File: config.mk
export PLATFORM = sky130hd
export DESIGN_NAME = instr_sequencer
export DESIGN_NICKNAME = d
export VERILOG_FILES = /design/src/rtl/instr_sequencer.sv
export SDC_FILE = /design/constraint.sdc
export NUM_CORES = 1
export LEC_CHECK = 0
export CAP_MARGIN = 15
export CORE_UTILIZATION = 38
export DETAILED_ROUTE_END_ITERATION = 10
export PLACE_DENSITY = 0.75
export SYNTH_ARGS = -nofsm -noshare
export SYNTH_HDL_FRONTEND = slang
export SYNTH_SLANG_ARGS = --single-unit
File: constraint.sdc
create_clock -name Clk -period 1.4 [get_ports Clk]
set_input_delay 0.14 -clock Clk [delete_from_list [all_inputs] [get_ports Clk]]
set_output_delay 0.14 -clock Clk [all_outputs]
set_load 0.01 [all_outputs]
File: src/rtl/instr_sequencer.sv
// ---------------------------------------------------------------------------
// instr_sequencer
//
// Multi-cycle FETCH / DECODE / EXEC / WB sequencer for the 8-bit CPU. It owns
// the program counter and the instruction register, fetches instructions over
// a req/ack handshake, hands the opcode to the control unit and emits the
// per-instruction control-unit enable and writeback strobe.
//
// Optional feature macro: SEQ_TIMEOUT_EN
//   defined   : FETCH gives up after MAX_WAIT un-acked cycles and enters FAULT
//   undefined : FETCH waits indefinitely, Fault is tied to 0
//
// Ports:
//   Clk        in   rising-edge clock
//   Reset      in   asynchronous, active-high reset
//   Run        in   level; 1 = execute instructions
//   Imem_req   out  fetch request, high throughout FETCH
//   Imem_addr  out  fetch address (equals Pc)
//   Imem_ack   in   instruction memory returns data this cycle
//   Imem_data  in   instruction word, valid when Imem_ack = 1
//   Opcode     out  IR[7:5] to the control unit
//   Operand    out  IR[ADDR_W-1:0]
//   Cu_en      out  one-cycle control-unit enable in DECODE
//   Wb_strobe  out  one-cycle commit pulse in WB
//   Pc         out  current program counter
//   Busy       out  state is FETCH, DECODE, EXEC or WB
//   Halted     out  HALT state reached
//   Fault      out  fetch timeout (SEQ_TIMEOUT_EN only)
//   Dbg_state  out  encoded FSM state for observation
//
// Fetch handshake: Imem_req is high for every cycle spent in FETCH and
// Imem_addr is held at Pc for that whole time. A transfer completes on the
// rising edge where Imem_req and Imem_ack are both 1; Imem_data is captured on
// that edge. Imem_ack in any other state carries no meaning and is ignored.
// ---------------------------------------------------------------------------
module instr_sequencer #(
    parameter int ADDR_W   = 5,
    parameter int INSTR_W  = 8,
    parameter int MAX_WAIT = 15
) (
    input  logic               Clk,
    input  logic               Reset,
    input  logic               Run,
    output logic               Imem_req,
    output logic [ADDR_W-1:0]  Imem_addr,
    input  logic               Imem_ack,
    input  logic [INSTR_W-1:0] Imem_data,
    output logic [2:0]         Opcode,
    output logic [ADDR_W-1:0]  Operand,
    output logic               Cu_en,
    output logic               Wb_strobe,
    output logic [ADDR_W-1:0]  Pc,
    output logic               Busy,
    output logic               Halted,
    output logic               Fault,
    output logic [2:0]         Dbg_state
);

    typedef enum logic [2:0] {
        S_IDLE   = 3'd0,
        S_FETCH  = 3'd1,
        S_DECODE = 3'd2,
        S_EXEC   = 3'd3,
        S_WB     = 3'd4,
        S_HALT   = 3'd5,
        S_FAULT  = 3'd6
    } state_t;

    localparam logic [2:0] OP_JMP  = 3'b001;
    localparam logic [2:0] OP_HALT = 3'b111;

    state_t              state;
    state_t              state_nxt;
    logic [ADDR_W-1:0]   pc_q;
    logic [ADDR_W-1:0]   pc_nxt;
    logic [INSTR_W-1:0]  ir_q;
    logic                ir_load;

`ifdef SEQ_TIMEOUT_EN
    localparam int CNT_W = $clog2(MAX_WAIT + 1);
    logic [CNT_W-1:0] wait_cnt;
    logic             wait_expired;

    // True in the FETCH cycle whose missing ack would bring the count to
    // MAX_WAIT; an ack in that same cycle still takes priority.
    assign wait_expired = (wait_cnt == CNT_W'(MAX_WAIT - 1));
`else
    // Parameter only meaningful with the timeout feature; a degenerate value
    // is tolerated here because nothing in this build depends on it.
    if (MAX_WAIT < 1) begin : g_max_wait_unused
    end
`endif

    // ------------------------------------------------------------------
    // State, PC and IR registers
    // ------------------------------------------------------------------
    always_ff @(posedge Clk or posedge Reset) begin
        if (Reset) begin
            state <= S_IDLE;
            pc_q  <= '0;
            ir_q  <= '0;
        end else begin
            state <= state_nxt;
            pc_q  <= pc_nxt;
            if (ir_load) begin
                ir_q <= Imem_data;
            end
        end
    end

`ifdef SEQ_TIMEOUT_EN
    always_ff @(posedge Clk or posedge Reset) begin
        if (Reset) begin
            wait_cnt <= '0;
        end else if (state_nxt == S_FETCH && state != S_FETCH) begin
            wait_cnt <= '0;
        end else if (state == S_FETCH && !Imem_ack) begin
            wait_cnt <= wait_cnt + CNT_W'(1);
        end
    end
`endif

    // ------------------------------------------------------------------
    // Next-state logic
    // ------------------------------------------------------------------
    always_comb begin
        state_nxt = state;
        pc_nxt    = pc_q;
        ir_load   = 1'b0;
        case (state)
            S_IDLE: begin
                if (Run) begin
                    state_nxt = S_FETCH;
                end
            end
            S_FETCH: begin
                if (Imem_ack) begin
                    ir_load   = 1'b1;
                    state_nxt = S_DECODE;
                end
`ifdef SEQ_TIMEOUT_EN
                else if (wait_expired) begin
                    state_nxt = S_FAULT;
                end
`endif
            end
            S_DECODE: begin
                state_nxt = S_EXEC;
            end
            S_EXEC: begin
                // A jump retires here without a writeback cycle.
                if (Opcode == OP_JMP) begin
                    pc_nxt    = Operand;
                    state_nxt = Run ? S_FETCH : S_IDLE;
                end else if (Opcode == OP_HALT) begin
                    state_nxt = S_HALT;
                end else begin
                    state_nxt = S_WB;
                end
            end
            S_WB: begin
                // Natural ADDR_W-bit overflow gives the required wrap to 0.
                pc_nxt    = pc_q + ADDR_W'(1);
                state_nxt = Run ? S_FETCH : S_IDLE;
            end
            S_HALT: begin
                state_nxt = S_HALT;
            end
            S_FAULT: begin
                state_nxt = S_FAULT;
            end
            default: begin
                state_nxt = S_IDLE;
            end
        endcase
    end

    // ------------------------------------------------------------------
    // Outputs decoded straight from the state register, so an asynchronous
    // Reset removes Imem_req without waiting for a clock edge.
    // ------------------------------------------------------------------
    assign Imem_req  = (state == S_FETCH);
    assign Imem_addr = pc_q;
    assign Pc        = pc_q;
    assign Opcode    = ir_q[INSTR_W-1 -: 3];
    assign Operand   = ir_q[ADDR_W-1:0];
    assign Cu_en     = (state == S_DECODE);
    assign Wb_strobe = (state == S_WB);
    assign Busy      = (state == S_FETCH) || (state == S_DECODE) ||
                       (state == S_EXEC)  || (state == S_WB);
    assign Halted    = (state == S_HALT);
`ifdef SEQ_TIMEOUT_EN
    assign Fault     = (state == S_FAULT);
`else
    assign Fault     = 1'b0;
`endif
    assign Dbg_state = state;

endmodule

==> results.sh <==
export IMPL_yosysMostFrequentCell="dfrtp_1"
export IMPL_finalSetupViolCount=12
export IMPL_syn2layout_area_growth_pct=72.46
export IMPL_critPathRequiredTime_ns=1.58
export IMPL_numCtsBuffers=3
export IMPL_synthFlopType="dfrtp_1"
export IMPL_timing_rr_start="Dbg_state[1]"
export IMPL_cts_htree_levels=1
export IMPL_die_x_um=51.99
export IMPL_grt_max_degree=10
export IMPL_total_power_mw=3.651
export IMPL_synth_top_area_frac=0.4216
export IMPL_place_hpwl_mm=1.611
export IMPL_startpoint="Dbg_state[1]"
export IMPL_crit_path_end_kind="flop"
export IMPL_clock_latency_ns=0.30
export IMPL_status="finished with violations"
export IMPL_cts_buffer_depth=2
export IMPL_rrSetupSlack_ns=-0.08
export IMPL_violations="setup timing"
export IMPL_pin_count=39
export IMPL_cts_root_buf="clkbuf_4"
export IMPL_finalWirelength_mm=2.406
export IMPL_power_density_mw_per_mm2=2229
export IMPL_finalCritPeriodShare=1.061
export IMPL_die_area_sq_mm=0.002703
export IMPL_drt_initial_drc_count=11
export IMPL_synth_common_cells="16 x dfrtp_1, 9 x nor2_1, 8 x mux2_2"
export IMPL_dr_pass1_iters=4
export IMPL_hold_violations=0
export IMPL_yosysUniqueCellTypes=35
export IMPL_synth_avg_cell_area_sq_um=10.79
export IMPL_gr_usage_met2=0.3141
export IMPL_synth_area_leader_cell="dfrtp_1"
export IMPL_grt_pass1_vias=837
export IMPL_final_area_sq_mm=0.001638
export IMPL_grt_antenna_before_repair=0
export IMPL_viasPerCell=4.966
export IMPL_synth_edf_count=0
export IMPL_drtAntennaViolNets=0
export IMPL_top_usage_layer="met2"
export IMPL_gr_usage_met3=0.05848
export IMPL_period_minus_slack_ns=1.485
export IMPL_io_buffers=37
export IMPL_max_freq_ghz=0.6735
export IMPL_syn_nets=101
export IMPL_final_nets=165
export IMPL_synth_area_leaders="dfrtp_1 42%, mux2_2 9.5%, buf_4 4.7%"
export IMPL_num_rows=17
export IMPL_p_leak_nw=0.8026
export IMPL_peakVddDrop_mv=1.499
export IMPL_drv_slew=0
export IMPL_dr_total_vias=889
export IMPL_place_ws_ns=-0.2032
export IMPL_fin_skew_ns=0.01653
export IMPL_cts_tree="built"
export IMPL_wl_per_cell_um=13.44
export IMPL_syn_inst=88
export IMPL_cts_reportedPaths_clkPinSlew_ns=0.10
export IMPL_fp_dieH_um=51.99
export IMPL_track_usage=0.1846
export IMPL_synth_area_sq_um=949.7
export IMPL_synth_seq_area_share=0.4216
export IMPL_path_max_fanout=7
export IMPL_crit_type="flop to flop"
export IMPL_coreArea_sq_mm=0.002276
export IMPL_place_congestion=0.7376
export IMPL_hp_class="input port to async pin"
export IMPL_rsz0062_at_grt="yes"
export IMPL_maxCapViolCount=0
export IMPL_yosysWarnings=0
export IMPL_drive_above_1_share=0.4437
export IMPL_use_met1=0.2253
export IMPL_postSynth_asyncResetShare=1.000
export IMPL_cts_sinks=16
export IMPL_placed_area_sq_mm=0.001398
export IMPL_ys_ff_latch=16
export IMPL_cp_arrival_ns=1.66
export IMPL_fin_ws_ns=-0.08486
export IMPL_worst_setup_path_start_kind="flop"
export IMPL_drc_errors=0
export IMPL_grt_pass1_wl_mm=3.636
export IMPL_antenna_cells=0
export IMPL_grt_ovfl_total=0
export IMPL_cts_hold_buf=0
export IMPL_setup_tns_ns=-0.4376
export IMPL_start_util=0.4173
[worst paths after layout]
| kind | to | cells past startpoint |
|---|---|---|
| worst max register to register | Imem_addr[3] | 5 |
| worst max-delay path | Imem_addr[3] | 5 |
| max in group asynchronous | Imem_addr[0] | 3 |
| worst min-delay path | Dbg_state[2] | 2 |
| min in group Clk | ir_q[3] | 2 |
| worst min register to register | ir_q[1] | 1 |
[per-stage QoR]
stage | hold WS, ns | util | instances
2_1_floorplan | 0.05367 | - | 88
3_3_place_gp | 0.4032 | 0.6141 | 160
3_5_place_dp | 0.4096 | 0.6141 | 160
4_1_cts | 0.1010 | 0.6828 | 178
5_1_grt | 0.1013 | 0.7196 | 179
6_report | 0.07951 | 0.7196 | 179
[critical path, stage by stage (launching register included)]
cell	delay (ns)
dfrtp_2	0.45
buf_6	0.13
nor3b_4	0.24
buf_6	0.14
o21ba_4	0.18
o22a_1	0.22
[what timing repair did]
item	4_1_cts	5_1_grt
pin swaps	5	4
setup buffers	13	2
setup endpoints to repair	33	28
cloned	1	0
gates resized for setup	41	28
[flip-flops by register name, indices dropped and copies added, names as in the netlist]
| register | cells |
|---|---|
| Imem_addr | 5 |
| ir_q | 8 |
| Dbg_state | 3 |
[placed cells by master (no fill, tap or decap), types with 2 or more instances in the layout]
master	count
o22a_1	3
buf_6	11
mux2_4	7
dlygate4sd2_1	6
dfrtp_2	4
nor2_2	3
nand3_1	2
nor2_1	5
dlymetal6s2s_1	9
clkbuf_2	2
nand2_1	3
inv_1	4
buf_4	20
clkdlybuf4s50_1	16
buf_2	4
clkbuf_4	3
nand2b_4	2
dfrtp_1	12
a31oi_1	5
nor2b_1	2
and3_1	2
a21oi_2	3
[report_power, final]
group / switching, mW / total [mW] / internal (mW)
Combinational: 1.02 / 2.50 / 1.48
Clock: 0.151 / 0.262 / 0.111
Sequential: 0.183 / 0.885 / 0.702
[area by class of cell]
class / count / area, sq um
Clock buffer: 4 / 26.28
Fill cell: 157 / 638.1
Inverter: 4 / 15.01
Multi-Input combinational cell: 59 / 526.8
Sequential cell: 16 / 405.4
Tap cell: 28 / 35.03
Timing Repair Buffer: 68 / 629.4
[cells by family (layout without fill, tap and decap cells)]
| kind of cell | count (synthesis) | in the layout | share of synthesized area |
|---|---|---|---|
| compound gates | 18 | 18 | 0.1528 |
| xor+xnor | 1 | 1 | 0.009224 |
| fa+ha+maj | 1 | 1 | 0.01317 |
| buf+inv | 13 | 76 | 0.09880 |
| flops | 16 | 16 | 0.4216 |
| mux | 9 | 9 | 0.1054 |
| other cells | 1 | 1 | 0.003949 |
| simple gates | 29 | 29 | 0.1950 |
[metal layers]
layer | part of all wire | routed length, um
met5 | 0 | 0
met4 | 0.0050 | 12
met3 | 0.062 | 149
met2 | 0.50 | 1211
met1 | 0.43 | 1033
Note: power is estimated with default switching activity, not from simulation.
